--- src/rtl/rep_seq_pkg.sv ---
// Shared types for the a/b/c repetition sequencer.
// Modes, FSM states, burst sub-phases and request validation.
package rep_seq_pkg;

    typedef enum logic [1:0] {
        CONSEC    = 2'd0,
        NONCONSEC = 2'd1,
        GOTO      = 2'd2,
        RSVD      = 2'd3
    } mode_e;

    typedef enum logic [2:0] {
        IDLE,
        TRIG,
        WAIT,
        BURST,
        TERM
    } state_e;

    typedef enum logic {
        PH_GAP,
        PH_PULSE
    } phase_e;

    function automatic logic req_valid(input logic [1:0] m,
                                       input logic n_nz);
        return (mode_e'(m) != RSVD) && n_nz;
    endfunction

endpackage

--- src/rtl/rep_seq_scheduler_if.sv ---
// Config-side request and DUT-side a/b/c bundle.
// master drives requests, slave is the sequencer.
interface rep_seq_scheduler_if #(
    parameter int CNT_W = 4,
    parameter int GAP_W = 4
);

    logic             start;
    logic [1:0]       mode;
    logic [CNT_W-1:0] rep_n;
    logic [GAP_W-1:0] gap;
    logic             a;
    logic             b;
    logic             c;
    logic             busy;
    logic             done;
    logic             err;

    modport master (
        output start, mode, rep_n, gap,
        input  a, b, c, busy, done, err
    );

    modport slave (
        input  start, mode, rep_n, gap,
        output a, b, c, busy, done, err
    );

endinterface

--- src/rtl/rep_seq_cnt.sv ---
// Loadable saturating down-counter.
// Load wins over decrement; holds at zero.
module rep_seq_cnt #(
    parameter int W = 4
) (
    input  logic         clk,
    input  logic         rst,
    input  logic         load,
    input  logic [W-1:0] load_val,
    input  logic         dec,
    output logic         zero
);

    logic [W-1:0] cnt;

    // load has priority; decrement never wraps below zero
    always_ff @(posedge clk or posedge rst) begin
        if (rst)
            cnt <= '0;
        else if (load)
            cnt <= load_val;
        else if (dec && cnt != '0)
            cnt <= cnt - W'(1);
    end

    assign zero = (cnt == '0);

endmodule

--- src/rtl/rep_seq_scheduler.sv ---
// a/b/c stimulus sequencer: trigger, idle, b burst, terminator.
// One sequence in flight; all outputs registered.
module rep_seq_scheduler #(
    parameter int CNT_W = 4,
    parameter int GAP_W = 4
) (
    input  logic              clk,
    input  logic              rst,
    rep_seq_scheduler_if.slave bus
);

    import rep_seq_pkg::*;

    state_e           state_q;
    state_e           state_d;
    phase_e           phase_q;
    phase_e           phase_d;
    mode_e            mode_q;
    logic [GAP_W-1:0] gap_q;

    logic cfg_en;
    logic p_load;
    logic p_dec;
    logic p_zero;
    logic g_load;
    logic g_dec;
    logic g_zero;
    logic consec;

    logic a_q, b_q, c_q, busy_q, done_q, err_q;
    logic a_d, b_d, c_d, busy_d, done_d, err_d;

    // gap of zero collapses the spaced modes onto back-to-back pulses
    assign consec = (mode_q == CONSEC) || (gap_q == '0);

    // pulses still to emit after the current one
    rep_seq_cnt #(.W(CNT_W)) u_pulse_cnt (
        .clk      (clk),
        .rst      (rst),
        .load     (p_load),
        .load_val (bus.rep_n),
        .dec      (p_dec),
        .zero     (p_zero)
    );

    // gap cycles still to spend after the current one
    rep_seq_cnt #(.W(GAP_W)) u_gap_cnt (
        .clk      (clk),
        .rst      (rst),
        .load     (g_load),
        .load_val (gap_q - GAP_W'(1)),
        .dec      (g_dec),
        .zero     (g_zero)
    );

    // next state, counter controls and next output values
    always_comb begin
        state_d = state_q;
        phase_d = phase_q;
        cfg_en  = 1'b0;
        p_load  = 1'b0;
        p_dec   = 1'b0;
        g_load  = 1'b0;
        g_dec   = 1'b0;
        err_d   = 1'b0;
        unique case (state_q)
            IDLE: begin
                if (bus.start) begin
                    if (req_valid(bus.mode, bus.rep_n != '0)) begin
                        state_d = TRIG;
                        cfg_en  = 1'b1;
                        p_load  = 1'b1;
                    end else begin
                        err_d = 1'b1;
                    end
                end
            end
            TRIG: state_d = WAIT;
            WAIT: begin
                state_d = BURST;
                if (mode_q == GOTO && !consec) begin
                    phase_d = PH_GAP;
                    g_load  = 1'b1;
                end else begin
                    phase_d = PH_PULSE;
                    p_dec   = 1'b1;
                end
            end
            BURST: begin
                if (phase_q == PH_PULSE) begin
                    if (p_zero && (consec || mode_q == GOTO)) begin
                        state_d = TERM;
                    end else if (consec) begin
                        p_dec = 1'b1;
                    end else begin
                        phase_d = PH_GAP;
                        g_load  = 1'b1;
                    end
                end else if (!g_zero) begin
                    g_dec = 1'b1;
                end else if (mode_q == NONCONSEC && p_zero) begin
                    state_d = TERM;
                end else begin
                    phase_d = PH_PULSE;
                    p_dec   = 1'b1;
                end
            end
            TERM:    state_d = IDLE;
            default: state_d = IDLE;
        endcase
        a_d    = (state_d == TRIG);
        b_d    = (state_d == BURST) && (phase_d == PH_PULSE);
        c_d    = (state_d == TERM);
        done_d = c_d;
        busy_d = (state_d != IDLE);
    end

    // FSM state and burst sub-phase
    always_ff @(posedge clk or posedge rst) begin
        if (rst) begin
            state_q <= IDLE;
            phase_q <= PH_GAP;
        end else begin
            state_q <= state_d;
            phase_q <= phase_d;
        end
    end

    // request configuration captured on acceptance only
    always_ff @(posedge clk or posedge rst) begin
        if (rst) begin
            mode_q <= CONSEC;
            gap_q  <= '0;
        end else if (cfg_en) begin
            mode_q <= mode_e'(bus.mode);
            gap_q  <= bus.gap;
        end
    end

    // registered outputs
    always_ff @(posedge clk or posedge rst) begin
        if (rst) begin
            a_q    <= 1'b0;
            b_q    <= 1'b0;
            c_q    <= 1'b0;
            busy_q <= 1'b0;
            done_q <= 1'b0;
            err_q  <= 1'b0;
        end else begin
            a_q    <= a_d;
            b_q    <= b_d;
            c_q    <= c_d;
            busy_q <= busy_d;
            done_q <= done_d;
            err_q  <= err_d;
        end
    end

    assign bus.a    = a_q;
    assign bus.b    = b_q;
    assign bus.c    = c_q;
    assign bus.busy = busy_q;
    assign bus.done = done_q;
    assign bus.err  = err_q;

endmodule

--- src/flat_wrapper.sv ---
// flat-port wrapper written by rule: the top's interface ports become plain ports
module rep_seq_scheduler_flat import rep_seq_pkg::*;
#(
    parameter int CNT_W = 4,
    parameter int GAP_W = 4
)
  (clk, rst, bus_start, bus_mode, bus_rep_n, bus_gap, bus_a, bus_b, bus_c, bus_busy, bus_done, bus_err);
  rep_seq_scheduler_if #(.CNT_W(CNT_W), .GAP_W(GAP_W)) bus_i ();
  input  logic clk;
  input  logic rst;
  input wire logic [$bits(bus_i.start)-1:0] bus_start;
  input wire logic [$bits(bus_i.mode)-1:0] bus_mode;
  input wire logic [$bits(bus_i.rep_n)-1:0] bus_rep_n;
  input wire logic [$bits(bus_i.gap)-1:0] bus_gap;
  output wire logic [$bits(bus_i.a)-1:0] bus_a;
  output wire logic [$bits(bus_i.b)-1:0] bus_b;
  output wire logic [$bits(bus_i.c)-1:0] bus_c;
  output wire logic [$bits(bus_i.busy)-1:0] bus_busy;
  output wire logic [$bits(bus_i.done)-1:0] bus_done;
  output wire logic [$bits(bus_i.err)-1:0] bus_err;
  assign bus_i.start = bus_start;
  assign bus_i.mode = bus_mode;
  assign bus_i.rep_n = bus_rep_n;
  assign bus_i.gap = bus_gap;
  assign bus_a = bus_i.a;
  assign bus_b = bus_i.b;
  assign bus_c = bus_i.c;
  assign bus_busy = bus_i.busy;
  assign bus_done = bus_i.done;
  assign bus_err = bus_i.err;
  rep_seq_scheduler #(.CNT_W(CNT_W), .GAP_W(GAP_W)) u_core (.clk(clk), .rst(rst), .bus(bus_i));
endmodule
--- config.mk ---
export PLATFORM = sky130hd
export DESIGN_NAME = rep_seq_scheduler_flat
export DESIGN_NICKNAME = d
export VERILOG_FILES = /design/src/rtl/rep_seq_pkg.sv /design/src/rtl/rep_seq_scheduler_if.sv /design/src/rtl/rep_seq_cnt.sv /design/src/rtl/rep_seq_scheduler.sv /design/src/flat_wrapper.sv
export SDC_FILE = /design/constraint.sdc
export NUM_CORES = 1
export LEC_CHECK = 0
export BUFFER_PORTS_ARGS = -buffer_cell sky130_fd_sc_hd__buf_2
export CAP_MARGIN = 20
export CORE_ASPECT_RATIO = 1.25
export CORE_UTILIZATION = 30
export CTS_BUF_LIST = sky130_fd_sc_hd__clkbuf_16
export DETAILED_ROUTE_END_ITERATION = 16
export PLACE_DENSITY = 0.53
export SYNTH_ARGS = -nofsm -noshare
export SYNTH_HDL_FRONTEND = slang
export SYNTH_SLANG_ARGS = --single-unit
--- constraint.sdc ---
create_clock -name clk -period 2.7 [get_ports clk]
set_input_delay 0.135 -clock clk [delete_from_list [all_inputs] [get_ports clk]]
set_output_delay 0.135 -clock clk [all_outputs]
set_load 0.01 [all_outputs]
# Word-level counts from Yosys, hierarchy flattened
# Cells that the tools add are included.
totals:
  regBits: 23
  output_inout_bits: 6
  word_cells: 79
op_classes:
  addsub: 3
  n_eq_ne: 9
  mux: 35
  n_reduce_logical: 21
op_table:
  columns: ["op", "n"]
  rows:
  - ["$mux 1", 21]
  - ["$mux 3", 6]
  - ["$mux 4", 4]
  - ["$logic_not 4->1", 3]
  - ["$pmux 3 s4", 1]
  - ["$reduce_bool 4->1", 3]
  - ["$sub 4x1->4 const B", 3]
  - ["$eq 3x2->1 const B", 3]
  - ["$logic_and 1x1->1", 7]
  - ["$eq 3x1->1 const B", 2]
  - ["$pmux 1 s2", 3]
  - ["$reduce_bool 2->1", 2]
  - ["$eq 3x3->1 const B", 1]
  - ["$logic_not 3->1", 1]
  - ["$reduce_bool 3->1", 1]
  - ["$eq 2x1->1 const B", 1]
  - ["$eq 2x2->1 const B", 1]
  - ["$logic_not 2->1", 1]
  - ["$logic_or 1x1->1", 2]
  - ["$ne 2x2->1 const B", 1]
  - ["$logic_not 1->1", 1]

# Depth between registers and ports, before layout
logic_depth:
  ltp_word: 10
  mapped_depth: 11
  mapped_depth_nobuf: 10

# Modules after synthesis
# Synthesis repeated with hierarchy kept, for this count alone.
unflattened:
  cells_unflattened: 127
  area_unflattened_um2: 1328.8
modules_own_cells:
  columns: ["mod", "instances", "cells_per_inst", "area_per_inst_um2", "seq_area_each_um2"]
  rows:
  - ["rep_seq_scheduler", 1, 71, 805.8, 375.4]
  - ["rep_seq_cnt", 2, 28, 261.5, 100.1]

# Worst setup path after synthesis
# No wires, ideal clock.
synth_path:
  kind: "register -> register"
  from: "reg u_core.u_pulse_cnt.cnt[0]"
  to: "reg u_core.u_gap_cnt.cnt[2]"
  setup_ps: 77
  arrival_ps: 2335
  required_time_ps: 2623
  path_slack_ps: 288
  path_stages_with_launch: 12
  path_buffers: 1
  synth_period_minus_slack_ps: 2412
  cell_sequence: "dfrtp_1 inv_1 ha_1 or3b_2 a21oi_1 o41a_1 buf_2 mux2i_1 ha_1 nand4_1 xor2_1 a21oi_1"
synth_via:
  elab_chain_len: 6
  word_cells_on_any_way: 7
synth_rtl:
  columns: ["element", "line_no", "rtl"]
  rows:
  - ["start, declared", "rep_seq_cnt.sv:14", "logic [W-1:0] cnt;"]
  - ["start signal, assigned", "rep_seq_cnt.sv:21", "cnt <= load_val;"]
  - ["start signal, assigned", "rep_seq_cnt.sv:23", "cnt <= cnt - W'(1);"]
  - ["$logic_not 4->1 *", "rep_seq_cnt.sv:26", "assign zero = (cnt == '0);"]
  - ["$logic_and 1x1->1 *", "rep_seq_scheduler.sv:91", "if (p_zero && (consec || mode_q == GOTO)) begin"]
  - ["$mux 1 *", "rep_seq_scheduler.sv:91", null]
  - ["$mux 1 *", "rep_seq_scheduler.sv:90", "if (phase_q == PH_PULSE) begin"]
  - ["$pmux 1 s2 *", "rep_seq_scheduler.sv:66", "unique case (state_q)"]
  - ["$mux 4 or $reduce_bool 2->1 (tied branches)", null, null]
  - ["end signal, assigned", "rep_seq_cnt.sv:21", null]
  - ["end signal, assigned", "rep_seq_cnt.sv:23", null]
  - ["end, declared", "rep_seq_cnt.sv:14", null]
# Mark *: on every way between the ends. The rest lies on a longest branch, timed or not.
# A chain may end at the register's enable or synchronous reset.

# Final worst setup path
# Ends and elaborated chain as after synthesis.

==> flow_summary.yaml <==
flow_run:
  cap_violations: 0
clock_tree:
  htree_levels: 1
  postCtsSetupBuffers: 0
  clock_latency_ns: 0.25
  cts.sinks: 23
  clock-root-buffer: "clkbuf_16"
  cts_max_path_buffers: 2
  cts_resized: 0
  cts_buffers: 3
  clkTransAtPathRegs_ns: 0.06
  postCtsHoldBufs: 0
  cts_tree: "yes"
cells_and_area:
  final_core_utilization: 0.382
  drive_gt1_frac: 0.220
  area_delta_synth_final_pct: 20.6
  final_common_cell: "nand2_1"
  nFillCells: 411
  antennaDiodeCount: 0
  nNetsFinal: 166
  final_cell_mix: "nand2_1 (24), dfrtp_1 (23), buf_2 (18), nor2_1 (10)"
yosys:
  synth_cell_type_count: 40
  mappedNetlistNets: 143
  synthesis.area_um2: 1210
  ys_ff_latch: 23
  ys_async_sr_fraction: 1.00
  synthCells: 128
  synth-warning-count: 0
  yosysSeqAreaShare: 0.476
  synth_edf_count: 0
  avgSynthCellArea_um2: 9.45
  synthFlopType: "dfrtp_1"
power_and_ir_drop:
  p_total_uw: 1360
  p_leak_uw: 0.000691
  cellPowerDensity_nw_per_um2: 931
  peakVddDrop_mv: 0.381
timing:
  fmax_ghz: 0.410
  finalHoldViolCount: 0
  clock_skew_ns: 0.00340
  finalCritPeriodShare: 0.903
  tns_ns: 0
  setup_viol: 0
  finalCriticalPeriod_ns: 2.44
  hold_ws_ns: 0.0697
  rsz0062_at_grt: "no"
  drv_slew: 0
  worst_pin_slew_ns: 0.903
  relSlewSlack: 0.398
  setup_slack_ns: 0.262
setup_path:
  cpPeakStageDelay_ns: 0.42
  cp_data_arrival_time_ns: 2.62
  cp_max_fo: 5
  cp_data_required_time_ns: 2.88
  cp-start-kind: "register"
  rrSetupSlack_ns: 0.26
  crit_path_end_kind: "register"
  crit_top_cell: "ha_1"
  cp_slowest_cell: "or3b_4"
  crit_type: "register to register"
  crit_chain: "inv_1 -> ha_1 -> or3b_4 -> a21oi_2 -> o41a_1 -> mux2i_1 -> ha_1 -> nand4_1 -> xor2_1 -> a21oi_1"
die:
  die_area_um2: 4290
  die_h_um: 73
  start_util: 0.317
  fp.coreArea_um2: 3820
  die_w_um: 58.8
  ios: 19
  placement_rows: 25
detailed_routing:
  drt_iter0_drc: 26
  drtAntennaViolNets: 0
  drt-wirelength-per-cell_um: 12.2
  drc: 0
  drt_wl_total_um: 2500
  drtPass1Iterations: 4
  vias_per_cell: 4.85
  dr_total_vias: 989
placed_design:
  place_congestion: 0.839
  io_buffer_count: 18
  hpwl_um: 1880
  dpl_worst_slack_ns: 0.159
global_route:
  grt_pass1_wl_um: 4550
  grt_max_degree: 24
  antenna_found_initial: 0
  overflow: 0
  grt_pass1_vias: 1001
  grt_util_all_layers: 0.138
status:
  status: "finished clean"
min_path:
  holdCritPathClass: "input pin to asynchronous set/reset pin"
-- area by class of cell --
cell class / instances / area [µm²] / share of cell area
inverter: 7 / 26.3 / 0.0180
multi-input combinational: 95 / 598 / 0.410
sequential: 23 / 576 / 0.395
timing repair buffer: 21 / 113 / 0.0772
clock buffer: 3 / 75.1 / 0.0515
clock inverter: 1 / 3.75 / 0.00257
tap: 54 / 67.6 / 0.0463
-- per-layer routing --
metal / global-route usage / wire (µm) / vias to the layer above
li1: - / - / 501
met1: 0.180 / 1140 / 479
met2: 0.234 / 1290 / 7
met3: 0.0177 / 43 / 2
met4: 0.0450 / 21 / 0
met5: 0 / 0 / -
-- synthesized netlist by cell type (all sizes together), types with 3 or more instances --
master / instances / area, µm²
a21oi: 8 / 40.0
dfrtp: 23 / 576
nor2: 10 / 37.5
xor2: 3 / 26.3
nor2b: 3 / 18.8
inv: 6 / 22.5
nand2: 24 / 90.1
nand4: 3 / 18.8
o21ai: 5 / 25.0
mux2i: 3 / 30.0
or3: 3 / 18.8
-- worst max-delay path: cells and delay by family, from the launching register on --
family,cells,cell delay (ns)
fa+ha+maj,2,0.40
compound gates,3,0.58
simple gates,2,0.53
mux,1,0.23
flops,1,0.37
xor+xnor,1,0.16
buf+inv,1,0.09
-- final timing paths --
kind	from	end	cells after the start
setup reg to reg	u_core.u_pulse_cnt.cnt[0]$_DFFE_PP0P_	u_core.u_gap_cnt.cnt[2]$_DFFE_PP0P_	10
hold / removal	rst	u_core.gap_q[2]$_DFFE_PP0P_	2
setup / recovery	u_core.u_pulse_cnt.cnt[0]$_DFFE_PP0P_	u_core.u_gap_cnt.cnt[2]$_DFFE_PP0P_	10
hold reg to reg	u_core.state_q[2]$_DFF_PP0_	u_core.bus.c$_DFF_PP0_	1
min in group clk	bus_gap[0]	u_core.gap_q[0]$_DFFE_PP0P_	3
max in group asynchronous	rst	u_core.u_gap_cnt.cnt[2]$_DFFE_PP0P_	2
-- state kept, by name, indices dropped and copies added (netlist names) --
name / count
u_core.bus.a: 1
u_core.bus.b: 1
u_core.bus.busy: 1
u_core.bus.c: 1
u_core.bus.err: 1
u_core.gap_q: 4
u_core.mode_q: 2
u_core.phase_q: 1
u_core.state_q: 3
u_core.u_gap_cnt.cnt: 4
u_core.u_pulse_cnt.cnt: 4
-- power breakdown --
| part | internal, µW | switching, µW |
|---|---|---|
| registers | 441 | 94.3 |
| clock network | 198 | 120 |
| logic | 263 | 243 |
-- per-stage QoR --
stage,instance area (µm²),instances
after floorplan,1210,128
after global placement,1370,200
after detailed placement,1370,200
after CTS,1450,204
after global routing,1460,204
final,1460,204
-- cell families after synthesis --
logic type      count (synthesis)  synth area share
compound gates                 27             0.163
xor+xnor                        4            0.0290
fa+ha+maj                       2            0.0207
buf+inv                        10            0.0352
flops                          23             0.476
mux                             3            0.0248
simple gates                   59             0.251
Power figures use the tool's default switching activity.
